<file path="src/rtl/countdown_pkg.sv">
// Shared encodings for the hh:mm:ss countdown timer.
// Used by the sequencing controller and the counter top level.
package countdown_pkg;

    localparam logic [1:0] ST_IDLE  = 2'd0;
    localparam logic [1:0] ST_RUN   = 2'd1;
    localparam logic [1:0] ST_PAUSE = 2'd2;
    localparam logic [1:0] ST_ALARM = 2'd3;

    typedef enum logic [1:0] {
        IDLE  = ST_IDLE,
        RUN   = ST_RUN,
        PAUSE = ST_PAUSE,
        ALARM = ST_ALARM
    } state_t;

    localparam logic [23:0] ZERO_VALUE = 24'h000000;

endpackage

</file>
<file path="src/rtl/countdown_ctrl.sv">
// Countdown sequencing FSM: run/pause/clear protocol, zero detect,
// counter enable gating, reload pulse and timed alarm.
module countdown_ctrl
    import countdown_pkg::*;
#(
    parameter int ALARM_TICKS = 10
) (
    input  logic        clk,
    input  logic        rst,
    input  logic        tick,
    input  logic        start_stop,
    input  logic        clear,
    input  logic [23:0] cnt_value,
    output logic        cnt_en,
    output logic        cnt_load_n,
    output logic [1:0]  state,
    output logic        running,
    output logic        paused,
    output logic        alarm
);

    localparam int AW = $clog2(ALARM_TICKS + 1);
    localparam logic [AW-1:0] ALARM_LAST = AW'(ALARM_TICKS - 1);
    localparam logic [AW-1:0] ALARM_MAX  = AW'(ALARM_TICKS);

    state_t        st;
    state_t        nxt;
    logic          reload;
    logic          zero;
    logic [AW-1:0] alarm_cnt;

    assign zero   = (cnt_value == ZERO_VALUE);
    assign state  = st;
    // Gated combinationally so the chain can never borrow below zero.
    assign cnt_en = (st == RUN) & tick & ~zero;

    always_comb begin
        nxt    = st;
        reload = 1'b0;
        unique case (st)
            IDLE: begin
                if (clear)
                    reload = 1'b1;
                else if (start_stop)
                    nxt = zero ? ALARM : RUN;
            end
            RUN: begin
                if (clear) begin
                    nxt    = IDLE;
                    reload = 1'b1;
                end else if (zero)
                    nxt = ALARM;
                else if (start_stop)
                    nxt = PAUSE;
            end
            PAUSE: begin
                if (clear) begin
                    nxt    = IDLE;
                    reload = 1'b1;
                end else if (start_stop)
                    nxt = RUN;
            end
            ALARM: begin
                if (clear || start_stop ||
                    (tick && alarm_cnt >= ALARM_LAST)) begin
                    nxt    = IDLE;
                    reload = 1'b1;
                end
            end
            default: begin
                nxt    = IDLE;
                reload = 1'b1;
            end
        endcase
    end

    always_ff @(posedge clk or posedge rst) begin
        if (rst) begin
            st         <= IDLE;
            running    <= 1'b0;
            paused     <= 1'b0;
            alarm      <= 1'b0;
            cnt_load_n <= 1'b0;
            alarm_cnt  <= '0;
        end else begin
            st         <= nxt;
            running    <= (nxt == RUN);
            paused     <= (nxt == PAUSE);
            alarm      <= (nxt == ALARM);
            cnt_load_n <= ~reload;
            if (nxt == ALARM && st != ALARM)
                alarm_cnt <= '0;
            else if (st == ALARM && tick && alarm_cnt != ALARM_MAX)
                alarm_cnt <= alarm_cnt + AW'(1);
        end
    end

endmodule

</file>
<file path="config.mk">
export PLATFORM = sky130hd
export DESIGN_NAME = countdown_ctrl
export DESIGN_NICKNAME = d
export VERILOG_FILES = /design/src/rtl/countdown_pkg.sv /design/src/rtl/countdown_ctrl.sv
export SDC_FILE = /design/constraint.sdc
export NUM_CORES = 1
export LEC_CHECK = 0
export BUFFER_PORTS_ARGS = -buffer_cell sky130_fd_sc_hd__buf_2
export CORE_MARGIN = 1
export CORE_UTILIZATION = 40
export CTS_CLUSTER_SIZE = 30
export DETAILED_ROUTE_END_ITERATION = 8
export PLACE_DENSITY = 0.82
export SKIP_CTS_REPAIR_TIMING = 1
export SLEW_MARGIN = 20
export SYNTH_ARGS = -nofsm -noshare
export SYNTH_HDL_FRONTEND = slang
export SYNTH_SLANG_ARGS = --single-unit
</file>
<file path="constraint.sdc">
create_clock -name clk -period 2.9 [get_ports clk]
set_input_delay 0.29 -clock clk [delete_from_list [all_inputs] [get_ports clk]]
set_output_delay 0.29 -clock clk [all_outputs]
set_load 0.02 [all_outputs]
</file>
; ---- After elaboration in Yosys (flattened, before gate mapping)
; Cells that the tools add are included.
[classes]
n_addsub = 1
multipliers = 0
div_mod_pow = 0
magnitude_cmp = 1
n_eq_ne = 8
shifts = 0
mux = 15
bitwise = 4
reduce_logical = 10
[op_table]
columns = op, n
row1 = zero test 24 bit, 1
row2 = two-way mux 2 bit, 9
row3 = == test 2 bit (second input constant), 4
row4 = two-way mux 4 bit, 2
row5 = one-hot mux 2 bit (4 select lines), 1
row6 = adder 4 x 1 -> 4 bit (second input constant), 1
row7 = == test 2 x 1 -> 1 bit (second input constant), 2
row8 = greater-or-equal comparator 4 bit (second input constant), 1
row9 = logical AND 1 bit, 4
row10 = inequality test 4 bit (second input constant), 1
row11 = OR reduction 3 bit, 1
row12 = bitwise AND 1 bit, 2
row13 = zero test 2 bit, 1
row14 = logical OR 1 bit, 2
row15 = two-way mux 1 bit, 2
row16 = inequality test 2 bit (second input constant), 1
row17 = NOT 1 bit, 2
row18 = one-hot mux 1 bit (2 select lines), 1
row19 = nonzero test 2 bit, 1
[totals]
ff_bits = 10
latchBits = 0
ram_bits = 0
rom_bits = 0
input_bits = 29
output_inout_bits = 7
wordCells = 45
n_memories = 0

; ---- Logic depth before layout (Yosys ltp)
[depth]
depth_word = 8
depth_mapped = 6
ltp_nobuf = 6

; ---- Least setup slack after synthesis
; Ideal clock, no wire load.
[synth_timing]
path_kind = register -> register
start = register alarm_cnt[0]
end = register st[0] (netlist: state[0])
setup_time_ns = 0.099
arrival_time_ns = 1.422
t_required_ns = 2.801
slack_ns = 1.379
path_stages_with_launch = 7
n_path_buf = 0
synth_period_minus_slack_ns = 1.521
path_cell_list = dfrtp_1 inv_1 ha_1 or3b_1 a31oi_2 nor2_1 a311oi_1
[synth_between]
elab_chain_cells = 5
[synth_lines]
columns = element, line_no
row1 = "start, declared", countdown_ctrl.sv:30  ; logic [AW-1:0] alarm_cnt;
row2 = "start signal, assigned", countdown_ctrl.sv:94  ; alarm_cnt <= alarm_cnt + AW'(1);
row3 = greater-or-equal comparator 4 bit, countdown_ctrl.sv:65  ; (tick && alarm_cnt >= ALARM_LAST)) begin
row4 = logical AND 1 bit, countdown_ctrl.sv:65
row5 = logical OR 1 bit, countdown_ctrl.sv:64  ; if (clear || start_stop ||
row6 = two-way mux 2 bit, countdown_ctrl.sv:64
row7 = one-hot mux 2 bit (4 select lines), countdown_ctrl.sv:40  ; unique case (st)
row8 = named net nxt[0], countdown_ctrl.sv:27  ; state_t nxt;
row9 = "end signal, assigned", countdown_ctrl.sv:86  ; st <= nxt;
row10 = "end, declared", countdown_ctrl.sv:26  ; state_t st;
; The timed path passes the listed nets, and every way through them passes these cells.
; A chain may end at the register's enable or synchronous reset.

; ---- Worst setup path after layout
[layout_timing]
start = input cnt_value[12]
end = output cnt_en
[layout_between]
elab_chain_cells = 3
[layout_lines]
columns = element, line_no
row1 = "start, declared", countdown_ctrl.sv:13  ; input logic [23:0] cnt_value,
row2 = zero test 24 bit, countdown_ctrl.sv:32  ; assign zero = (cnt_value == ZERO_VALUE);
row3 = NOT 1 bit, countdown_ctrl.sv:35  ; assign cnt_en = (st == RUN) & tick & ~zero;
row4 = bitwise AND 1 bit, countdown_ctrl.sv:35
row5 = "end, declared", countdown_ctrl.sv:14  ; output logic cnt_en,
; Every way passes these cells.

==> results.cfg <==
[detailed_routing]
drc = 3
drt-total-wl_um = 1460
ant_nets = 0
wl_per_cell_um = 11.8
dr.pass1.iters = 7
viasPerCell = 5.60
drt_iter0_drc = 8
vias = 694

[logic_synthesis]
synth_edf_count = 0
ys_seq_area_share_pct = 35.5
synth.most_common_cell = dfrtp_1
ys_top_cells_by_count = dfrtp_1 (10), nor2_1 (7), inv_1 (6)
synthFlopType = dfrtp_1
synth_area_leader_cell = dfrtp_1
synthArstFlopShare_pct = 100
synthCells = 73
synth_top_area_share_pct = 35.5
synthDistinctLibCells = 35
synth.net_count = 106
post_synth_main_area_contributors = dfrtp_1 (35%), ha_1 (7.1%), nor4_4 (6.0%), nor4_2 (5.3%), nor2_1 (3.7%)
syn_area_um2 = 706
avgSynthCellArea_um2 = 9.67
ys_ff_latch = 10
synth_warnings = 0

[power_and_ir_drop]
power_uw = 384
p_leak_nw = 0.426
peakVddDrop_uv = 201
power.density_mw_per_mm2 = 422

[setup_path]
worstPathArrival_ns = 1.44
r2r_start = alarm_cnt[0]
endpoint_kind = output port
cpPeakStageDelay_ns = 0.33
r2r_end = state[0]
worst_path_most_repeated_cell = buf_2
critPathLaunchType = input pin
critPathMaxFanout = 3
worstSetupPathType = input pin to output port
r2r_slack_ns = 1.18
crit_chain = buf_2 > nor4_2 > and4_1 > nand2_1 > and3_2 > buf_2
r2r_cells = 6
worstPathRequired_ns = 2.61
critPathSlowestCell = nor4_2

[timing]
setup_tns_ns = 0
rsz0062_at_grt = false
slew_violations = 0
fmax_mhz = 579
finalHoldViolCount = 10
tightest_slew_ns = 0.415
finalSetupViolCount = 0
slew_headroom_pct = 71.6
fin_worst_skew_ns = 0.00346
fin_ws_ns = 1.17
fin_crit_sh_pct = 59.5
hold_ws_ns = -0.00587
finalCriticalPeriod_ns = 1.73

[clock_network]
htreeDepth = 1
clk_pin_slew_ns = 0.06
root_buffer = clkbuf_4
numCtsBuffers = 3
tritoncts = done
clk_latency_ns = 0.25
clkSinkCount = 10
clk_path_buf_depth = 2

[placement]
post-place-ws_ns = 1.17
dp_cells = 121
place.gp.congestion = 0.798
place_hpwl_um = 1250
numPortBuffers = 35

[run]
drv_cap = 0

[min_path]
hold_path.class = input pin to asynchronous set/reset pin

[global_route]
antenna_found_initial = 0
grt_pass1_vias = 653
grt_pass1_wl_um = 2670
grt.total_usage_pct = 18.1
gr-total-overflow = 0
grt_max_degree = 15

[finish]
syn_to_final_growth_pct = 28.9
final_cells = 124
layout-drive-gt1-share_pct = 43.5
finalNetCount = 143
antenna_cells = 0
fillers = 155

[die]
die_h_um = 44
die_w_um = 44
rows = 14
start_util_pct = 44.8
ios = 36
coreArea_mm2 = 0.00158
die-area_mm2 = 0.00194

[run_status]
violations = design-rule violations, negative hold slack
outcome = finished with violations
power breakdown:
group          leakage [nW]  internal (mW)  switching (mW)
sequential            0.127          0.158          0.0306
clock                0.0138         0.0473          0.0365
combinational         0.285         0.0518          0.0591
total                 0.426          0.257           0.126
cell type report:
class | instances | area [um^2] | share of cell area, %
clock buffers | 3 | 22.5 | 2.48
inverters | 6 | 22.5 | 2.48
multi-input cells | 54 | 419 | 46.1
flip-flops and latches | 10 | 250 | 27.5
well taps | 16 | 20.0 | 2.20
repair buffers | 35 | 175 | 19.3
per-layer routing:
| metal | up-vias | wire (um) | global-route usage [%] | part of all wire [%] |
|---|---|---|---|---|
| met5 | - | 0 | 0 | 0 |
| met4 | 0 | 0 | 7.88 | 0 |
| met3 | 0 | 97 | 2.50 | 6.6 |
| met2 | 33 | 688 | 29.7 | 47 |
| met1 | 316 | 677 | 23.6 | 46 |
| li1 | 345 | - | - | - |
flip-flops by register name (all words and copies together) (netlist names):
signal and flops:
alarm 1, state 2, running 1, cnt_load_n 1, alarm_cnt 4, paused 1
cell families after synthesis:
| family | share of synthesized area (%) |
|---|---|
| AO/OA/AOI/OAI | 16.8 |
| XOR/XNOR | 2.48 |
| adder cells (fa/ha/maj) | 7.09 |
| buffers and inverters | 5.14 |
| flip-flops | 35.5 |
| multiplexers | 1.42 |
| AND/OR/NAND/NOR | 31.6 |
worst max-delay path, delay by kind of cell:
| family | cells | cell delay (ns) |
|---|---|---|
| AND/OR/NAND/NOR | 4 | 0.89 |
| buffers and inverters | 2 | 0.25 |
cell usage in the layout, fill, tap and decap left out, drive strengths merged, types with 3 or more instances in the layout:
cell type / n
a21oi: 5
buf: 35
clkbuf: 3
dfrtp: 10
ha: 4
inv: 6
nand2: 3
nor2: 7
nor4: 7
how the worst max path moves through the flow:
stage / from / slack, ns / depth (start not counted) / endpoint
floorplan: alarm_cnt[0] / 1.38 / 6 / state[0]
global placement: cnt_value[12] / 1.20 / 6 / cnt_en
detailed placement: cnt_value[12] / 1.17 / 6 / cnt_en
CTS: cnt_value[12] / 1.16 / 6 / cnt_en
global route: alarm_cnt[1] / 1.04 / 6 / state[0]
finish: cnt_value[12] / 1.17 / 6 / cnt_en
stage by stage:
step / util (%) / instance area (um^2)
final: 57.7 / 910
after detailed placement: 56.3 / 887
after global routing: 57.7 / 910
after global placement: 56.3 / 887
after CTS: 57.7 / 910
after floorplan: - / 706
(Power assumes the default switching activity.)
